--- src/rtl/spi_jstk_master.sv ---
// SPI mode-0 master polling the joystick with fixed 5-byte transactions.
// Returns 10-bit X/Y positions and 3 button bits once per poll.
module spi_jstk_master #(
  parameter int HALF_PERIOD = 750,
  parameter int CS_SETUP    = 1500,
  parameter int BYTE_GAP    = 1500
) (
  input  logic       clk,
  input  logic       rst_n,
  input  logic       start,
  input  logic [1:0] led_cmd,
  input  logic       miso,
  output logic       ss,
  output logic       sclk,
  output logic       mosi,
  output logic       busy,
  output logic       done,
  output logic [9:0] x_pos,
  output logic [9:0] y_pos,
  output logic [2:0] buttons
);

  localparam int M1 = (HALF_PERIOD > CS_SETUP) ? HALF_PERIOD : CS_SETUP;
  localparam int MAXC = (M1 > BYTE_GAP) ? M1 : BYTE_GAP;
  localparam int CW = $clog2(MAXC + 1);

  localparam logic [CW-1:0] HP_END  = CW'(HALF_PERIOD);
  localparam logic [CW-1:0] CS_END  = CW'(CS_SETUP - 1);
  localparam logic [CW-1:0] GAP_END = CW'(BYTE_GAP - 1);

  typedef enum logic [2:0] {
    IDLE, SETUP, SHIFT, GAP, FINISH
  } state_t;

  state_t        state;
  logic [CW-1:0] cnt;
  logic [3:0]    edges;
  logic [2:0]    byte_idx;
  logic [39:0]   tx;
  logic [39:0]   rx;
  logic [39:0]   tx_init;

  assign tx_init = {6'b100000, led_cmd, 32'h0};

  always_ff @(posedge clk or negedge rst_n) begin
    if (!rst_n) begin
      state    <= IDLE;
      cnt      <= '0;
      edges    <= '0;
      byte_idx <= '0;
      tx       <= '0;
      rx       <= '0;
      ss       <= 1'b1;
      sclk     <= 1'b0;
      mosi     <= 1'b0;
      busy     <= 1'b0;
      done     <= 1'b0;
      x_pos    <= '0;
      y_pos    <= '0;
      buttons  <= '0;
    end else begin
      done <= 1'b0;
      unique case (state)
        // FINISH accepts start too, so back-to-back polls see one ss-high cycle
        IDLE, FINISH: begin
          ss   <= 1'b1;
          sclk <= 1'b0;
          mosi <= 1'b0;
          busy <= 1'b0;
          if (start) begin
            state <= SETUP;
            ss    <= 1'b0;
            busy  <= 1'b1;
            tx    <= tx_init;
            mosi  <= tx_init[39];
            cnt   <= '0;
          end else begin
            state <= IDLE;
          end
        end
        SETUP: begin
          if (cnt == CS_END) begin
            state    <= SHIFT;
            cnt      <= '0;
            edges    <= '0;
            byte_idx <= '0;
          end else begin
            cnt <= cnt + CW'(1);
          end
        end
        SHIFT: begin
          if (cnt == HP_END) begin
            cnt   <= '0;
            sclk  <= ~sclk;
            edges <= edges + 4'd1;
            if (!sclk) begin
              rx <= {rx[38:0], miso};
            end else begin
              tx   <= {tx[38:0], 1'b0};
              mosi <= tx[38];
              if (edges == 4'd15) begin
                if (byte_idx == 3'd4) begin
                  state   <= FINISH;
                  ss      <= 1'b1;
                  mosi    <= 1'b0;
                  busy    <= 1'b0;
                  done    <= 1'b1;
                  x_pos   <= {rx[25:24], rx[39:32]};
                  y_pos   <= {rx[9:8], rx[23:16]};
                  buttons <= rx[2:0];
                end else begin
                  state    <= GAP;
                  byte_idx <= byte_idx + 3'd1;
                end
              end
            end
          end else begin
            cnt <= cnt + CW'(1);
          end
        end
        GAP: begin
          if (cnt == GAP_END) begin
            state <= SHIFT;
            cnt   <= '0;
          end else begin
            cnt <= cnt + CW'(1);
          end
        end
        default: state <= IDLE;
      endcase
    end
  end

endmodule

--- config.mk ---
export PLATFORM = sky130hd
export DESIGN_NAME = spi_jstk_master
export DESIGN_NICKNAME = d
export VERILOG_FILES = /design/src/rtl/spi_jstk_master.sv
export SDC_FILE = /design/constraint.sdc
export NUM_CORES = 1
export LEC_CHECK = 0
export CAP_MARGIN = 15
export CORE_MARGIN = 3
export CORE_UTILIZATION = 40
export DETAILED_ROUTE_END_ITERATION = 10
export PLACE_DENSITY = 0.67
export SLEW_MARGIN = 20
export SYNTH_ARGS = -nofsm -noshare
export SYNTH_HDL_FRONTEND = slang
export SYNTH_SLANG_ARGS = --single-unit
export TNS_END_PERCENT = 5
--- constraint.sdc ---
create_clock -name clk -period 3 [get_ports clk]
set_input_delay 0.6 -clock clk [delete_from_list [all_inputs] [get_ports clk]]
set_output_delay 0.6 -clock clk [all_outputs]
set_load 0.02 [all_outputs]
# After elaboration in Yosys (flattened, before gate mapping)
# Index checks and enable logic that the tools add are counted.
[op_classes]
addsub = 3
eq_ne = 16
muxes = 48
bitwise_logic = 1
reduce_logical = 16
[ops]
columns = ["operator", "n"]
rows = [
  ["$mux W39", 3],
  ["$pmux W39 S2", 1],
  ["$mux W11", 3],
  ["$pmux W11 S3", 1],
  ["$mux W3", 10],
  ["$mux W1", 21],
  ["$ne A2 B2 Y1 const B", 7],
  ["$add A11 B1 Y11 const B", 1],
  ["$eq A11 B10 Y1 const B", 1],
  ["$eq A11 B11 Y1 const B", 1],
  ["$reduce_and A5 Y1", 2],
  ["$pmux W3 S3", 1],
  ["$reduce_and A3 Y1", 3],
  ["$mux W4", 2],
  ["$pmux W1 S2", 4],
  ["$pmux W4 S2", 1],
  ["$reduce_and A4 Y1", 2],
  ["$eq A3 B2 Y1 const B", 2],
  ["$eq A3 B3 Y1 const B", 2],
  ["$pmux W3 S2", 1],
  ["$reduce_and A6 Y1", 1],
  ["$add A4 B1 Y4 const B", 1],
  ["$eq A4 B4 Y1 const B", 1],
  ["$reduce_and A2 Y1", 2],
  ["8 further kinds", 10],
]
[totals]
ff_bits = 128
in_bits = 6
out_inout_bits = 28
wordCells = 98

# Depth between registers and ports, before layout
[depth]
word_depth = 6
mapped_depth = 7

# Worst setup path before layout
# Ideal clock, no wire load.
[synth_timing]
path_type = "reg2reg"
startpoint = "reg cnt[0]"
endpoint = "reg rx[10]"
arrival_ns = 1.930
path_slack_ns = 0.945
stages_incl_launch_ff = 8
path_buffers = 1
period_less_slack_ns = 2.055
path_cell_list = "dfrtp_1 inv_1 ha_1 nor4b_2 nand4_2 nor2_2 buf_4 mux2_2"
[synth_via]
elab_chain_cells = 2
[synth_lines]
columns = ["element", "line", "source"]
rows = [
  ["from (decl)", "36", "logic [CW-1:0] cnt;"],
  ["from (signal assigned)", "88", "cnt <= cnt + CW'(1);"],
  ["from (signal assigned)", "118", "cnt <= cnt + CW'(1);"],
  ["from (signal assigned)", "126", "cnt <= cnt + CW'(1);"],
  ["$eq A11 B10 Y1", "92", "if (cnt == HP_END) begin"],
  ["$reduce_and A3 Y1 (no source line)", "--", ""],
  ["to (signal assigned)", "97", "rx <= {rx[38:0], miso};"],
  ["to (decl)", "40", "logic [39:0] rx;"],
]
# Every way passes these cells.
# A chain may end at the register's enable or synchronous reset.

# Final worst setup path
[layout_timing]
startpoint = "reg sclk"
endpoint = "out sclk"
[layout_lines]
columns = ["element", "line", "source"]
rows = [
  ["from (decl)", "14", "output logic sclk,"],
  ["from (signal assigned)", "94", "sclk <= ~sclk;"],
]
# No word-level cell between the ends.

==> qor.yml <==
status: "completed"
antenna_left: 0
period_needed_ns: 2.406
antenna_cells: 0
fmax_mhz: 415.6
setup.worst_path.start_class: "register"
cts-root-buf: "clkbuf_8"
grt_max_degree: 43
die_y_um: 110.2
cts.clk_slew.worst_paths_ns: 0.10
grt_pass1_vias: 2768
vias: 2811
synth-simple-area-share: 0.1317
postCtsSetupBuffers: 0
ys_seq_area_frac: 0.5538
synth_top_family_by_area: "multiplexers"
grt_pass1_wl_um: 13390
ys_warn_count: 0
hpwl_um: 5366
synth-edff-count: 0
setup_ws_ns: 0.5941
hold_violations: 0
nFillCells: 939
tightest_slew_ns: 0.9409
drt_iter0_markers: 197
crit_chain: "clkdlybuf4s50_1"
fp.dieW_um: 110.2
nets: 393
synth_mux_area_frac: 0.1954
synthToLayoutAreaGrowth_pct: 15.85
route.detailed.drc: 0
cp.arrival_ns: 1.81
die_area_mm2: 0.01214
crit_slowest_cell: "clkdlybuf4s50_1"
dpl_worst_slack_ns: 0.5734
firstDrtPassIters: 4
path_max_fanout: 13
clock_sinks: 96
vdd.ir_drop.worst_uv: 457.6
hold_path.class: "primary input to asynchronous set/reset pin"
grt.overflow.total: 0
synthesis.nets: 357
cts_tree: "built"
ctsResizeCount: 0
synthCells: 345
synth_top_flop_cell: "dfrtp_1"
slew_violations: 0
antenna_found_initial: 0
drt_wl_total_um: 7780
place.gp.congestion: 0.8000
synthXorXnorAreaFrac: 0.002018
tns_ns: 0
avgSynthCellArea_um2: 12.58
drive_above_1_share: 0.2668
yosysUniqueCellTypes: 50
wl_per_cell_um: 14.90
std_cell_rows: 37
clockBufferDepth: 2
cts_buffers: 9
port_buffers: 33
yosys.area_share.adder: 0.01730
design.core.area_mm2: 0.01042
crit_family: "buffers and inverters"
ys_ff_latch: 96
crit_path_max_incr_delay_ns: 0.75
cp_data_required_time_ns: 2.40
endpoint_kind: "output port"
setup_viol: 0
skew_ns: 0.01221
fin_hold_ws_ns: 0.2053
grt_setup_unrepaired: "false"
num_io_pins: 34
ys_async_sr_fraction: 1.000
cts_max_level: 3
track_usage: 0.1393
viasPerCell: 5.385
crit_type: "register to output port"
cap_violations: 0
p_per_area_mw_per_mm2: 563.6
ctsHoldBuffers: 0
relSlewSlack: 0.3698
synth_compound_area_frac: 0.07120
leakage_nw: 2.334
clock_latency_ns: 0.37
path_buf_inv: 1
final_core_util: 0.4828
syn_area_mm2: 0.004340
post-route-period-util: 0.8020
initial_core_util: 0.4167
metal layers:
| metal | wire (µm) | track usage | up-vias |
|---|---|---|---|
| met3 | 406 | 0.03553 | 5 |
| met4 | 61 | 0.04222 | 0 |
| met1 | 3784 | 0.1946 | 1422 |
| met2 | 3527 | 0.2140 | 67 |
| li1 | - | - | 1317 |
| met5 | 0 | 0 | - |
metrics by stage:
stage          power, mW  area, µm²  std cells
4_1_cts            2.856       5029        522
2_1_floorplan      1.826       4340        345
3_5_place_dp       2.012       4831        506
6_report           2.834       5029        522
3_3_place_gp       1.997       4831        506
5_1_grt            2.999       5029        522
worst paths after layout:
path | from | end | slack, ns | cells past startpoint
worst max-delay path | sclk$_DFFE_PN0P_ | sclk | 0.59 | 1
worst min-delay path | rst_n | rx[38]$_DFFE_PN0P_ | 0.21 | 1
worst max register to register | cnt[0]$_DFFE_PN0P_ | rx[27]$_DFFE_PN0P_ | 0.62 | 7
worst min register to register | ss$_DFFE_PN1P_ | ss$_DFFE_PN1P_ | 0.49 | 2
max in group asynchronous | rst_n | cnt[6]$_DFFE_PN0P_ | 2.13 | 2
min in group clk | ss$_DFFE_PN1P_ | ss$_DFFE_PN1P_ | 0.49 | 2
layout by cell type (no fill, tap or decap), types with 3 or more instances in the layout:
cell / Yosys / final
nand4_1: 8 / 8
mux2_4: 20 / 20
nor4_1: 4 / 4
inv_1: 7 / 7
o21ai_0: 22 / 22
o22ai_1: 4 / 4
clkbuf_8: 0 / 9
o211ai_1: 8 / 8
buf_4: 5 / 7
a21oi_1: 4 / 4
and4_1: 4 / 4
mux2i_1: 3 / 3
dfrtp_1: 95 / 95
inv_8: 0 / 3
nor2_1: 11 / 11
clkdlybuf4s50_1: 0 / 32
or2_2: 3 / 3
mux2_2: 44 / 44
ha_1: 6 / 6
nor3_1: 4 / 4
nand2_1: 28 / 28
nand3_1: 16 / 16
cells in the mapped netlist (3+ instances only):
library cell,number,area share
a21oi_1,4,0.0046
and4_1,4,0.0081
buf_2,3,0.0035
buf_4,5,0.0086
clkbuf_1,6,0.0052
dfrtp_1,95,0.55
ha_1,6,0.017
inv_1,7,0.0061
mux2_2,44,0.11
mux2_4,20,0.069
mux2i_1,3,0.0069
nand2_1,28,0.024
nand3_1,16,0.018
nand4_1,8,0.012
nor2_1,11,0.0095
nor3_1,4,0.0046
nor4_1,4,0.0058
o211ai_1,8,0.014
o21ai_0,22,0.025
o22ai_1,4,0.0058
or2_2,3,0.0043
sequential cells by signal, indices dropped and copies added (netlist names):
| register | count |
|---|---|
| busy | 1 |
| buttons | 3 |
| byte_idx | 3 |
| cnt | 11 |
| done | 1 |
| edges | 4 |
| mosi | 1 |
| rx | 40 |
| sclk | 1 |
| ss | 1 |
| state | 3 |
| tx | 7 |
| x_pos | 10 |
| y_pos | 10 |
where the power goes:
group,switching [mW],internal [mW]
Sequential,0.113,1.39
Clock,0.516,0.329
Combinational,0.289,0.194
cell families after synthesis:
family          Yosys count
xor+xnor                  1
flops                    96
mux                      69
buf+inv                  23
simple gates            100
compound gates           50
fa+ha+maj                 6
layout make-up:
| class | instances | area (µm²) | share of cell area |
|---|---|---|---|
| Sequential cell | 96 | 2404 | 0.4780 |
| Clock inverter | 7 | 73.82 | 0.01468 |
| Timing Repair Buffer | 41 | 412.9 | 0.08211 |
| Tap cell | 136 | 170.2 | 0.03384 |
| Inverter | 7 | 26.28 | 0.005225 |
| Clock buffer | 9 | 123.9 | 0.02463 |
| Multi-Input combinational cell | 226 | 1818 | 0.3615 |
No activity file was read; power rests on OpenSTA's default activity.
